`config.mk`:
```
export PLATFORM = sky130hd
export DESIGN_NAME = result_arbiter
export DESIGN_NICKNAME = d
export VERILOG_FILES = /design/src/rtl/result_arbiter.sv
export SDC_FILE = /design/constraint.sdc
export NUM_CORES = 1
export LEC_CHECK = 0
export ABC_AREA = 1
export CAP_MARGIN = 20
export CELL_PAD_IN_SITES_DETAIL_PLACEMENT = 0
export CELL_PAD_IN_SITES_GLOBAL_PLACEMENT = 1
export CORE_AREA = 2 2 510 512
export DETAILED_ROUTE_END_ITERATION = 8
export DIE_AREA = 0 0 512 514
export HOLD_SLACK_MARGIN = 0.12
export MAX_ROUTING_LAYER = met4
export PLACE_DENSITY = 0.49
export SYNTH_ARGS = -nofsm -noshare
export SYNTH_HDL_FRONTEND = slang
export SYNTH_SLANG_ARGS = --single-unit
export TNS_END_PERCENT = 1
```
`constraint.sdc`:
```
create_clock -name clk -period 10.1 [get_ports clk]
set_input_delay 1.515 -clock clk [delete_from_list [all_inputs] [get_ports clk]]
set_output_delay 1.515 -clock clk [all_outputs]
set_load 0.03 [all_outputs]
```
`src/rtl/result_arbiter.sv`:
```
// Round-robin result collector: grants one pending neuron result per cycle into a
// show-ahead FIFO that drains to the framebuffer, and counts transfers toward frame completion.
module result_arbiter #(
    parameter int N_NEURONS  = 36,
    parameter int ITER_W     = 16,
    parameter int FIFO_DEPTH = 8
) (
    input  logic                          clk,
    input  logic                          rst_n,
    input  logic                          clear,
    input  logic [15:0]                   pix_target,
    input  logic [N_NEURONS-1:0]          result_valid,
    input  logic [N_NEURONS*16-1:0]       result_pixel_id,
    input  logic [N_NEURONS*ITER_W-1:0]   result_iter,
    output logic [N_NEURONS-1:0]          result_ack,
    output logic                          fb_wr_en,
    output logic [15:0]                   fb_wr_addr,
    output logic [ITER_W-1:0]             fb_wr_data,
    input  logic                          fb_wr_ready,
    output logic [$clog2(FIFO_DEPTH):0]   fifo_level,
    output logic [15:0]                   pixels_done,
    output logic                          frame_done
);

    localparam int PTR_W = (N_NEURONS > 1) ? $clog2(N_NEURONS) : 1;
    localparam int AW    = $clog2(FIFO_DEPTH);
    localparam int LVL_W = AW + 1;

    logic [PTR_W-1:0]     rr_q, rr_d;
    logic [N_NEURONS-1:0] ack_q, ack_d;
    logic [AW-1:0]        wr_q, wr_d, rd_q, rd_d;
    logic [LVL_W-1:0]     level_q, level_d;
    logic [15:0]          pix_q, pix_d;
    logic                 done_q, done_d;
    logic                 fired_q, fired_d;

    logic [15:0]          mem_id_q   [FIFO_DEPTH];
    logic [ITER_W-1:0]    mem_iter_q [FIFO_DEPTH];

    logic [N_NEURONS-1:0] eligible;
    logic                 grant_found;
    logic                 grant;
    logic                 pop;
    logic [PTR_W-1:0]     grant_idx;
    logic [15:0]          grant_id;
    logic [ITER_W-1:0]    grant_iter;
    int                   cand;

    // Search upward from rr_q+1, wrapping at N_NEURONS; an acked neuron is masked
    // for the ack cycle so the same result cannot be taken twice.
    always_comb begin
        eligible    = result_valid & ~ack_q;
        grant_found = 1'b0;
        grant_idx   = '0;
        cand        = 0;
        for (int k = 1; k <= N_NEURONS; k++) begin
            cand = int'(rr_q) + k;
            if (cand >= N_NEURONS) cand = cand - N_NEURONS;
            if (!grant_found && eligible[cand[PTR_W-1:0]]) begin
                grant_found = 1'b1;
                grant_idx   = cand[PTR_W-1:0];
            end
        end
        grant      = grant_found && (level_q < LVL_W'(FIFO_DEPTH)) && !clear;
        grant_id   = result_pixel_id[int'(grant_idx)*16 +: 16];
        grant_iter = result_iter[int'(grant_idx)*ITER_W +: ITER_W];
        pop        = (level_q != '0) && fb_wr_ready;
    end

    always_comb begin
        rr_d    = rr_q;
        ack_d   = '0;
        wr_d    = wr_q;
        rd_d    = rd_q;
        level_d = level_q;
        pix_d   = pix_q;
        done_d  = 1'b0;
        fired_d = fired_q;
        if (clear) begin
            rr_d    = PTR_W'(N_NEURONS - 1);
            wr_d    = '0;
            rd_d    = '0;
            level_d = '0;
            pix_d   = '0;
            fired_d = 1'b0;
        end else begin
            if (grant) begin
                rr_d            = grant_idx;
                ack_d[grant_idx] = 1'b1;
                wr_d            = wr_q + AW'(1);
            end
            if (pop) begin
                rd_d  = rd_q + AW'(1);
                pix_d = pix_q + 16'd1;
                if ((pix_q + 16'd1 == pix_target) && (pix_target != 16'd0) && !fired_q) begin
                    done_d  = 1'b1;
                    fired_d = 1'b1;
                end
            end
            case ({grant, pop})
                2'b10:   level_d = level_q + LVL_W'(1);
                2'b01:   level_d = level_q - LVL_W'(1);
                default: level_d = level_q;
            endcase
        end
    end

    always_ff @(posedge clk or negedge rst_n) begin
        if (!rst_n) begin
            rr_q    <= PTR_W'(N_NEURONS - 1);
            ack_q   <= '0;
            wr_q    <= '0;
            rd_q    <= '0;
            level_q <= '0;
            pix_q   <= '0;
            done_q  <= 1'b0;
            fired_q <= 1'b0;
        end else begin
            rr_q    <= rr_d;
            ack_q   <= ack_d;
            wr_q    <= wr_d;
            rd_q    <= rd_d;
            level_q <= level_d;
            pix_q   <= pix_d;
            done_q  <= done_d;
            fired_q <= fired_d;
        end
    end

    // Storage needs no reset: the head is only exposed while level_q is non-zero.
    always_ff @(posedge clk) begin
        if (grant) begin
            mem_id_q[wr_q]   <= grant_id;
            mem_iter_q[wr_q] <= grant_iter;
        end
    end

    assign result_ack  = ack_q;
    assign fb_wr_en    = (level_q != '0);
    assign fb_wr_addr  = fb_wr_en ? mem_id_q[rd_q] : 16'd0;
    assign fb_wr_data  = fb_wr_en ? mem_iter_q[rd_q] : '0;
    assign fifo_level  = level_q;
    assign pixels_done = pix_q;
    assign frame_done  = done_q;

endmodule

```
Word level (Yosys, flattened, before mapping)
Memory sizes are Yosys's and may differ from the RTL's. Index checks and enable logic that the tools add are counted. W data, S select, Z words.

Add/subtract/negate cells: 77. Magnitude comparators: 75. Equal/unequal tests: 3. Shift operators: 2. Mux-type cells: 204. Bitwise logic cells: 2. Reduce and logical (&&, ||, !) cells: 85.

Operators by type and width (count): $shiftx A576 B11 Y16 (2); $mux W6 (74); $lt A6 B7 Y1 const B (37); $ge A7 B6 Y1 const B (36); $bmux W1 S6 (36); $sub A6 B6 Y6 const B (36); $add A6 B5 Y7 const B (16); $mux W1 (81); $mux W36 (2); $mux W16 (4); $add A6 B4 Y7 const B (8); $logic_and A1 B1 Y1 (41); $logic_not A1 Y1 (37); $and A36 B36 Y36 (1); $not A36 Y36 (1); $add A6 B6 Y7 const B (5); $add A6 B3 Y7 const B (4); $add A16 B1 Y16 const B (1); $eq A16 B16 Y1 (1); $reduce_bool A16 Y1 (1); $add A6 B2 Y7 const B (2); $mux W3 (4); $pmux W4 S2 (1); $add A6 B1 Y7 const B (1); other kinds (13) (16).

Register bits after elaboration: 70. Memory bits (writable): 256. Bits of input ports: 1208. Output and inout port bits: 90. Word-level logic and storage cells: 458. Memories kept: 2.

Memory list: mem_id_q (depth 8, width 16, read ports 1, clocked after Yosys merged registers in 0, wr ports 1, line 37) `logic [15:0] mem_id_q [FIFO_DEPTH];`; mem_iter_q (depth 8, width 16, read ports 1, clocked after Yosys merged registers in 0, wr ports 1, line 38) `logic [ITER_W-1:0] mem_iter_q [FIFO_DEPTH];`.

Logic depth before layout (Yosys ltp)
Gate-level depths: netlist (run 1).

Depth after elaboration: 117. Gate-level depth with buffers: 57. Depth with buffers taken out: 52.

Worst setup path before layout (run 1)
Ideal clock, no wire load.

Path kind: flip-flop to flip-flop. Start point: reg rr_q[1]. End point: mem mem_id_q[0][0], enable pin. Library setup time: 0.421 ns. Arrival: 6.575 ns. Data required time: 9.679 ns. Slack: 3.104 ns. Stages on the path, launching flop included: 37. Buffers on the path: 5. Clock period less this slack: 6.996 ns. Path through: dfstp_2 > inv_1 > buf_2 > clkbuf_1 > ha_1 > inv_2 > nand2_2 > nand2_4 > inv_2 > buf_2 > ha_1 > nand2_1 > inv_1 > o21ai_0 > nand2_1 > o21ai_0 > inv_1 > o21ai_0 > a21oi_1 > o311ai_0 > nand2_1 > nand4_1 > nor2_1 > nand4_1 > nor2_2 > nand4_1 > nor2_2 > nand4_1 > nor2_2 > nand3_1 > o21ai_0 > or2_2 > buf_2 > inv_1 > clkbuf_1 > nand2_1 > nor2_1.

Word-level cells in the longest chain between the ends: 115. Elaborated cells on any way between the ends: 326. Those cells by class: 72 x add/sub; 36 x order compare; 146 x mux; 72 x reduce/logical.

Ends and longest elaborated chain: start: declaration (line 29) `logic [PTR_W-1:0] rr_q, rr_d;`; start signal: assignment (line 110) `rr_q <= PTR_W'(N_NEURONS - 1);`; start signal: assignment (line 119) `rr_q <= rr_d;`; $add A6 B1 Y7 (line 57) `cand = int'(rr_q) + k;`; $sub A6 B6 Y6 or $ge A7 B6 Y1 (tied branches) (line 58) `if (cand >= N_NEURONS) cand = cand - N_NEURONS;`; $mux W6 (line 58); $bmux W1 S6 (line 59) `if (!grant_found && eligible[cand[PTR_W-1:0]]) begin`; $mux W1 (implied by the code) (line 59); $mux W1 (line 59); $logic_not A1 Y1 (line 59); $logic_and A1 B1 Y1 (line 59); [98 not listed]; $logic_and A1 B1 Y1 (line 59); $mux W1 (line 59); $logic_not A1 Y1 (line 59); $logic_and A1 B1 Y1 (line 59); $mux W1 * (line 59); $logic_and A1 B1 Y1 * (2 in series) (line 64) `grant = grant_found && (level_q < LVL_W'(FIFO_DEPTH)) && !clear;`; $mux W1 * (line 132) `if (grant) begin`; $mux W1 (implied by the code) * (line 133) `mem_id_q[wr_q] <= grant_id;`; end: declaration (line 37).

Every way passes the cells marked *; elsewhere a longest branch is shown, timed or not. The select of a mux whose other input is x is not followed.

Worst setup path after layout (run 1)
Start point: reg rr_q[1]. End point: mem mem_id_q[2][0] (data pin).

Word-level cells in the longest chain between the ends: 112. Elaborated cells on any way between the ends: 358. Those cells by class: 72 x add/sub; 36 x order compare; 1 x shift; 179 x mux; 70 x reduce/logical.

Ends and longest elaborated chain: $add A6 B1 Y7 (line 57); $sub A6 B6 Y6 or $ge A7 B6 Y1 (tied branches) (line 58); $mux W6 (line 58); $bmux W1 S6 (line 59); $mux W1 (implied by the code) (line 59); $mux W1 (line 59); $logic_not A1 Y1 (line 59); $logic_and A1 B1 Y1 (line 59); [97 not listed]; $logic_not A1 Y1 (line 59); $logic_and A1 B1 Y1 (line 59); $mux W1 (line 59); $logic_not A1 Y1 (line 59); $logic_and A1 B1 Y1 (line 59); $mux W6 * (line 59); $shiftx A576 B11 Y16 * (line 65) `grant_id = result_pixel_id[int'(grant_idx)*16 +: 16];`; named net grant_id[0] (line 45) `logic [15:0] grant_id;`.

The timed path passes the listed nets; every way through them passes the cells marked *. The select of a mux whose other input is x is not followed.

==> summary.md, run 1 <==
| Metric | Value |
|---|---|
| Status | `completed` |
| Placeable Area | `between 200000 and 300000 um^2` |
| Drt via density | `4.40` |
| Synth cell types | `70` |
| Worst setup path endpoint | `mem_id_q[2][0]` |
| Root Buffer | `clkbuf_16` |
| Ports | `1298` |
| Vias | `between 50000 and 60000` |
| Drt total wl | `roughly 320000 um` |
| Clock Pin Slew Worst Setup and Hold Paths | `0.07 ns` |
| Drt first-iter violations | `4307` |
| Layout Skew | `about 0.053 ns` |
| Worst slew margin | `0.260` |
| Gp weighted congestion | `0.993` |
| Layout cell share with drive strength beyond 1 | `0.101` |
| Area delta synth->final | `57.0%` |
| Ys Warns | `0` |
| Area of the multi-input gates | `25600 um^2` |
| Tmin final | `9.16 ns` |
| Post-DP HPWL | `between 200000 and 300000 um` |
| Synth top area cells | `nand2_1 33%, edfxtp_1 20%, nand3_1 7.2%` |
| Reg-to-reg startpoint | `rr_q[1]` |
| GRT Overall Usage | `0.242` |
| Dominant cell type by area after synthesis | `nand2_1` |
| Highest Clock Rate | `0.109 GHz` |
| CTS Buf Count | `40` |
| Period utilization | `0.907` |
| Top_reg_cell synth | `edfxtp_1` |
| Most used cell, CP | `nand2_1` |
| MaxCap Viol Count | `0` |
| Die area | `~260000 um^2` |
| CTS tree | `built` |
| FF+latch area | `roughly 9400 um^2` |
| Critical Path AT | `around 9.6 ns` |
| Critical path launch point | `rr_q[1]` |
| EDFF count, synth | `about 260` |
| Max stage delay on crit path | `0.72 ns` |
| DP Cell Count | `between 10000 and 15000` |
| DRT antenna net count | `0` |
| GRT Residual Overflow | `0` |
| Fin. max-slew vios | `0` |
| Worst slack, placed | `0.631 ns` |
| Port Buffer Count | `around 1300` |
| FF-to-FF path depth | `between 40 and 50` |
| Levels on crit path | `48` |
| Reg2reg end | `mem_id_q[2][0]` |
| Setup TNS | `0 ns` |
| Fin nets | `9703` |
| Most frequent cell after synthesis | `nand2_1` |
| Startpoint Class | `flip-flop` |
| Synth Area per Inst | `5.70 um^2` |
| # rows | `roughly 190` |
| Clock tree buffer depth | `3` |
| Setup Buffers After CTS | `0` |
| Post-Synthesis Cells | `slightly below 7000` |
| Post-synth top cells | `3490 x nand2_1, 563 x nand3_1, 436 x o21ai_0` |
| Worst path required time | `between 10 and 15 ns` |
| Largest net degree at the start of global routing | `113` |
| DRC viols | `0` |
| Slew @ Worst Pin | `1.11 ns` |
| Final worst setup slack | `0.943 ns` |
| Die Y | `514 um` |
| Max H-tree Level | `2` |
| Worst hold path type | `flip-flop to flip-flop` |
| Initial core utilization | `0.152` |
| CP delay by family, top | `simple AND/OR/NAND/NOR gates` |
| Non-filler instance count after layout | `11900` |
| Initial antenna violation count | `60` |
| Post-Syn Nets | `8137` |
| Internal reg-to-reg setup slack | `0.94 ns` |
| Mapped cell area | `39200 um^2` |
| Synthesized flop and latch total | `326` |
| # fillers | `29400` |
| CP Max Fanout | `27` |
| Worst skew pair latency | `between 0.6 and 0.7 ns` |
| Number of global-route vias before repair | `just over 50000` |
| Slowest cell on the critical path | `o21ai_0` |
| Part of the Yosys area used for sequential elements | `0.241` |
| Ys async rst share | `0.215` |
| Final Setup Violations | `0` |
| Setup Crit Path Kind | `flip-flop to flip-flop` |
| Final hold violation count | `0` |
| Drt first pass iters | `6` |
| WL/cell | `around 27 um` |
| Synth top area share | `0.334` |
| CTS sink cnt | `326` |
| RSZ-0062 raised after global routing | `false` |
| First-pass GRT wire length | `~430000 um` |
| PostCTS Resize Cnt | `0` |
| Hold Buf Count CTS | `0` |
| Die X-Extent | `just over 500 um` |
| Worst Path Buf+Inv | `8` |
| Kind of end point of the critical path | `flip-flop` |
==> state kept, by name, summed over array words and instances (netlist names), 3 cells and up <==
register / flops
mem_iter_q: 128
pixels_done: 16
fifo_level: 4
rr_q: 6
rd_q: 3
mem_id_q: 128
result_ack: 36
wr_q: 3
==> area by class of cell <==
cell class,instances,area share
Antenna cell,46,0.00187
Clock buffer,50,0.0171
Clock inverter,24,0.00478
Inverter,456,0.0282
Multi-Input combinational cell,5713,0.416
Sequential cell,326,0.154
Tap cell,3402,0.0692
Timing Repair Buffer,1899,0.309
==> how the worst min path moves through the flow <==
stage                     startpoint       to  slack [ns]  cells past startpoint
after global routing         fired_q  fired_q        0.52                      1
after global placement       fired_q  fired_q        0.49                      1
final                        fired_q  fired_q        0.50                      1
after detailed placement     fired_q  fired_q        0.49                      1
after floorplan              fired_q  fired_q        0.45                      1
after CTS                    fired_q  fired_q        0.50                      1
==> layout by cell type, fill, tap and decap left out, types with 9 or more instances in the layout <==
cell type and instances:
nand2_1 3489, clkdlybuf4s50_1 1296, nand3_1 563, buf_4 480, o21ai_0 431, nor2_1 415
inv_1 400, edfxtp_1 256, a21oi_1 155, buf_12 122, o21ai_1 71, xor2_1 70
dfrtp_1 65, o22ai_1 61, nand4_1 58, ha_1 57, inv_2 47, diode_2 46
a31oi_1 42, o211ai_1 41, clkbuf_16 40, nand2_2 35, nor3_1 21, or2_2 17
xnor2_1 17, nor2_2 14, nor2_4 13, o21ai_2 11, nor4_1 11, nand3b_1 11
clkinv_1 10, clkbuf_1 9
==> per-stage QoR <==
step / utilization / instance area (um^2) / hold WS, ns
after global placement: 0.232 / 60000 / 0.494
after floorplan: - / 39200 / 0.449
after CTS: 0.238 / 61300 / 0.504
after global routing: 0.238 / 61500 / 0.515
final: 0.238 / 61500 / 0.504
after detailed placement: 0.232 / 60000 / 0.492
==> logic make-up after synthesis <==
family,Yosys count,synth area share
xor gates and xnor gates,95,0.0228
buffers and inverters,831,0.109
and+or+nand+nor,4682,0.483
DFF,326,0.241
adders and majority gates,59,0.0190
AOI/OAI and AO/OA,873,0.123
muxes,4,0.00102
==> per-layer routing <==
metal,global-route usage,part of all wire,vias up
met5,-,0,-
met4,0.0740,0.035,0
met3,0.0308,0.051,251
met2,0.419,0.49,1847
met1,0.291,0.42,25100
li1,-,-,25200
Power of run 1 is not shown: default switching activity piles up to over one toggle a cycle in this logic, so the estimate is an artifact.
==> inputs of run 2 (changes only) <==
--- a/config.mk
+++ b/config.mk
@@ -9,12 +9,13 @@
 export CAP_MARGIN = 20
 export CELL_PAD_IN_SITES_DETAIL_PLACEMENT = 0
 export CELL_PAD_IN_SITES_GLOBAL_PLACEMENT = 1
-export CORE_AREA = 2 2 510 512
+export CORE_AREA = 2 2 502 504
+export CTS_BUF_LIST = sky130_fd_sc_hd__clkbuf_4
 export DETAILED_ROUTE_END_ITERATION = 8
-export DIE_AREA = 0 0 512 514
+export DIE_AREA = 0 0 504 506
 export HOLD_SLACK_MARGIN = 0.12
 export MAX_ROUTING_LAYER = met4
-export PLACE_DENSITY = 0.49
+export PLACE_DENSITY = 0.5
 export SYNTH_ARGS = -nofsm -noshare
 export SYNTH_HDL_FRONTEND = slang
 export SYNTH_SLANG_ARGS = --single-unit
==> run 2 against run 1 <==
Against the previous run: flip-flop and latch count is the same; final area rose by 0.78%; non-clock buffer count increased by 76; via count grew 1.0%; sequential share of layout area is 0.12 points lower; critical path depth fell by 4; setup slack improved by 0.31 ns; core utilization rose by 0.96 points; critical path type unchanged.
==> summary.md, run 2 (synthesis gave the netlist of run 1 again) <==
| Metric | Value |
|---|---|
| Ports | `1298 (unchanged)` |
| Reg2reg end | `mem_id_q[0][4]` |
| Internal reg-to-reg setup slack | `1.25 ns (+0.31 ns)` |
| CTS Buf Count | `95 (+140%)` |
| Root Buffer | `clkbuf_4` |
| Die X-Extent | `504 um (-1.6%)` |
| Grt met2 use | `0.433 (+0.0143)` |
| Post-route cell area | `62000 um^2 (+0.78%)` |
| CTS tree | `built` |
| Largest net degree at the start of global routing | `80 (-29%)` |
| # rows | `184 (-1.6%)` |
| Tmin final | `8.85 ns (-0.308 ns)` |
| Fin nets | `9834 (+1.4%)` |
| Met3 Resource Use GR | `0.0293 (-0.00152)` |
| Fin. max-slew vios | `0 (unchanged)` |
| Drt first-iter violations | `4212 (-2.2%)` |
| Vias | `53000 (+1.0%)` |
| Startpoint Class | `flip-flop` |
| Gp weighted congestion | `1.00 (+1.1%)` |
| PostCTS Resize Cnt | `0 (unchanged)` |
| CP Max Fanout | `35 (+30%)` |
| Kind of end point of the critical path | `flip-flop` |
| Slew @ Worst Pin | `1.18 ns (+0.0725 ns)` |
| GRT busiest layer | `met2` |
| Slowest cell on the critical path | `o21ai_0` |
| Worst slew margin | `0.204 (-0.0567)` |
| Setup TNS | `0 ns (unchanged)` |
| Max H-tree Level | `3 (+1)` |
| Max stage delay on crit path | `0.58 ns (-0.14 ns)` |
| Reg-to-reg startpoint | `rr_q[1]` |
| Met1 Track Usage GR | `0.296 (+0.00490)` |
| Highest Clock Rate | `0.113 GHz (+3.5%)` |
| Worst slack, placed | `0.954 ns (+0.323 ns)` |
| DRT antenna net count | `0 (unchanged)` |
| Critical Path AT | `9.53 ns (-0.06 ns)` |
| Setup Buffers After CTS | `0 (unchanged)` |
| Layout Skew | `0.112 ns (+0.0598 ns)` |
| Worst path required time | `10.78 ns (+0.25 ns)` |
| WL/cell | `26.7 um (-1.6%)` |
| Final Setup Violations | `0 (unchanged)` |
| DRC viols | `0 (unchanged)` |
| Hold Buf Count CTS | `0 (unchanged)` |
| Clock Pin Slew Worst Setup and Hold Paths | `0.06 ns (about the same)` |
| Worst hold path type | `primary input to async pin` |
| Initial core utilization | `0.157 (+0.00489)` |
| First-pass GRT wire length | `432000 um (-0.12%)` |
| Port Buffer Count | `1297 (unchanged)` |
| FF-to-FF path depth | `44 (-8.3%)` |
| Most frequent cells in the layout | `3489 x nand2_1, 1296 x clkdlybuf4s50_1, 563 x nand3_1, 547 x buf_4, 428 x o21ai_0` |
| Most common cell after layout, fill and taps aside | `nand2_1` |
| Clock tree buffer depth | `3 (unchanged)` |
| Die area | `255000 um^2 (-3.1%)` |
| Layout cell share with drive strength beyond 1 | `0.117 (+0.0168)` |
| Placeable Area | `250000 um^2 (-3.1%)` |
| MaxCap Viol Count | `0 (unchanged)` |
| Period utilization | `0.876 (-0.0305)` |
| Setup Crit Path Kind | `flip-flop to flip-flop` |
| Number of global-route vias before repair | `52400 (+0.95%)` |
| Fin util | `0.248 (+0.00958)` |
| Status | `completed` |
| Final hold violation count | `0 (unchanged)` |
| Worst skew pair latency | `1.03 ns (+0.39 ns)` |
| Most used cell, CP | `nand2_1` |
| Area delta synth->final | `58.2%` |
| Final worst setup slack | `1.25 ns (+0.308 ns)` |
| Drt total wl | `322000 um (-0.65%)` |
| Post-DP HPWL | `276000 um (-1.4%)` |
| Drt via density | `4.41 (about the same)` |
| Die Y | `506 um (-1.6%)` |
| DP Area | `60600 um^2 (+1.1%)` |
| CTS sink cnt | `326 (unchanged)` |
| Drt first pass iters | `6 (unchanged)` |
| Critical path launch point | `rr_q[1]` |
| Initial antenna violation count | `67 (+12%)` |
| GRT Overall Usage | `0.249 (+0.00639)` |
| RSZ-0062 raised after global routing | `false` |
| GRT Residual Overflow | `0 (unchanged)` |
run 2: final cells by class:
class                   instances  area (um^2)
clock buffers                 133          998
well taps                    3348         4190
diodes                         42          105
clock inverters                33          193
repair buffers               1975        19700
flip-flops and latches        326         9450
fillers                     28600       188000
inverters                     456         1730
multi-input cells            5713        25600
run 2: worst max path at each step:
stage / end / slack, ns
after detailed placement: mem_id_q[3][7] / 0.95
after global placement: mem_id_q[0][7] / 0.88
after global routing: mem_id_q[1][7] / 0.66
after floorplan: mem_id_q[0][0] / 3.10
final: mem_id_q[0][4] / 1.25
after CTS: mem_id_q[2][7] / 1.18
run 2: routing by layer:
metal	share of wire	routed length, um
met2	0.50	162000
met1	0.42	134000
met4	0.034	11000
met3	0.045	14600
met5	0	0
run 2: through the flow:
| stage | instances | hold WS, ns |
|---|---|---|
| after floorplan | 6870 | 0.449 |
| after global placement | 11800 | 0.528 |
| after detailed placement | 11800 | 0.535 |
| after CTS | 12000 | 0.359 |
| after global routing | 12000 | 0.389 |
| final | 12000 | 0.467 |
run 2: critical path, delay by kind of cell, from the launching register on:
kind / cells / cell delay [ns]
compound gates: 3 / 0.99
fa+ha+maj: 2 / 0.55
buf+inv: 10 / 2.12
flops: 1 / 0.38
simple gates: 29 / 4.41
Power of run 2 is left out for the same reason.
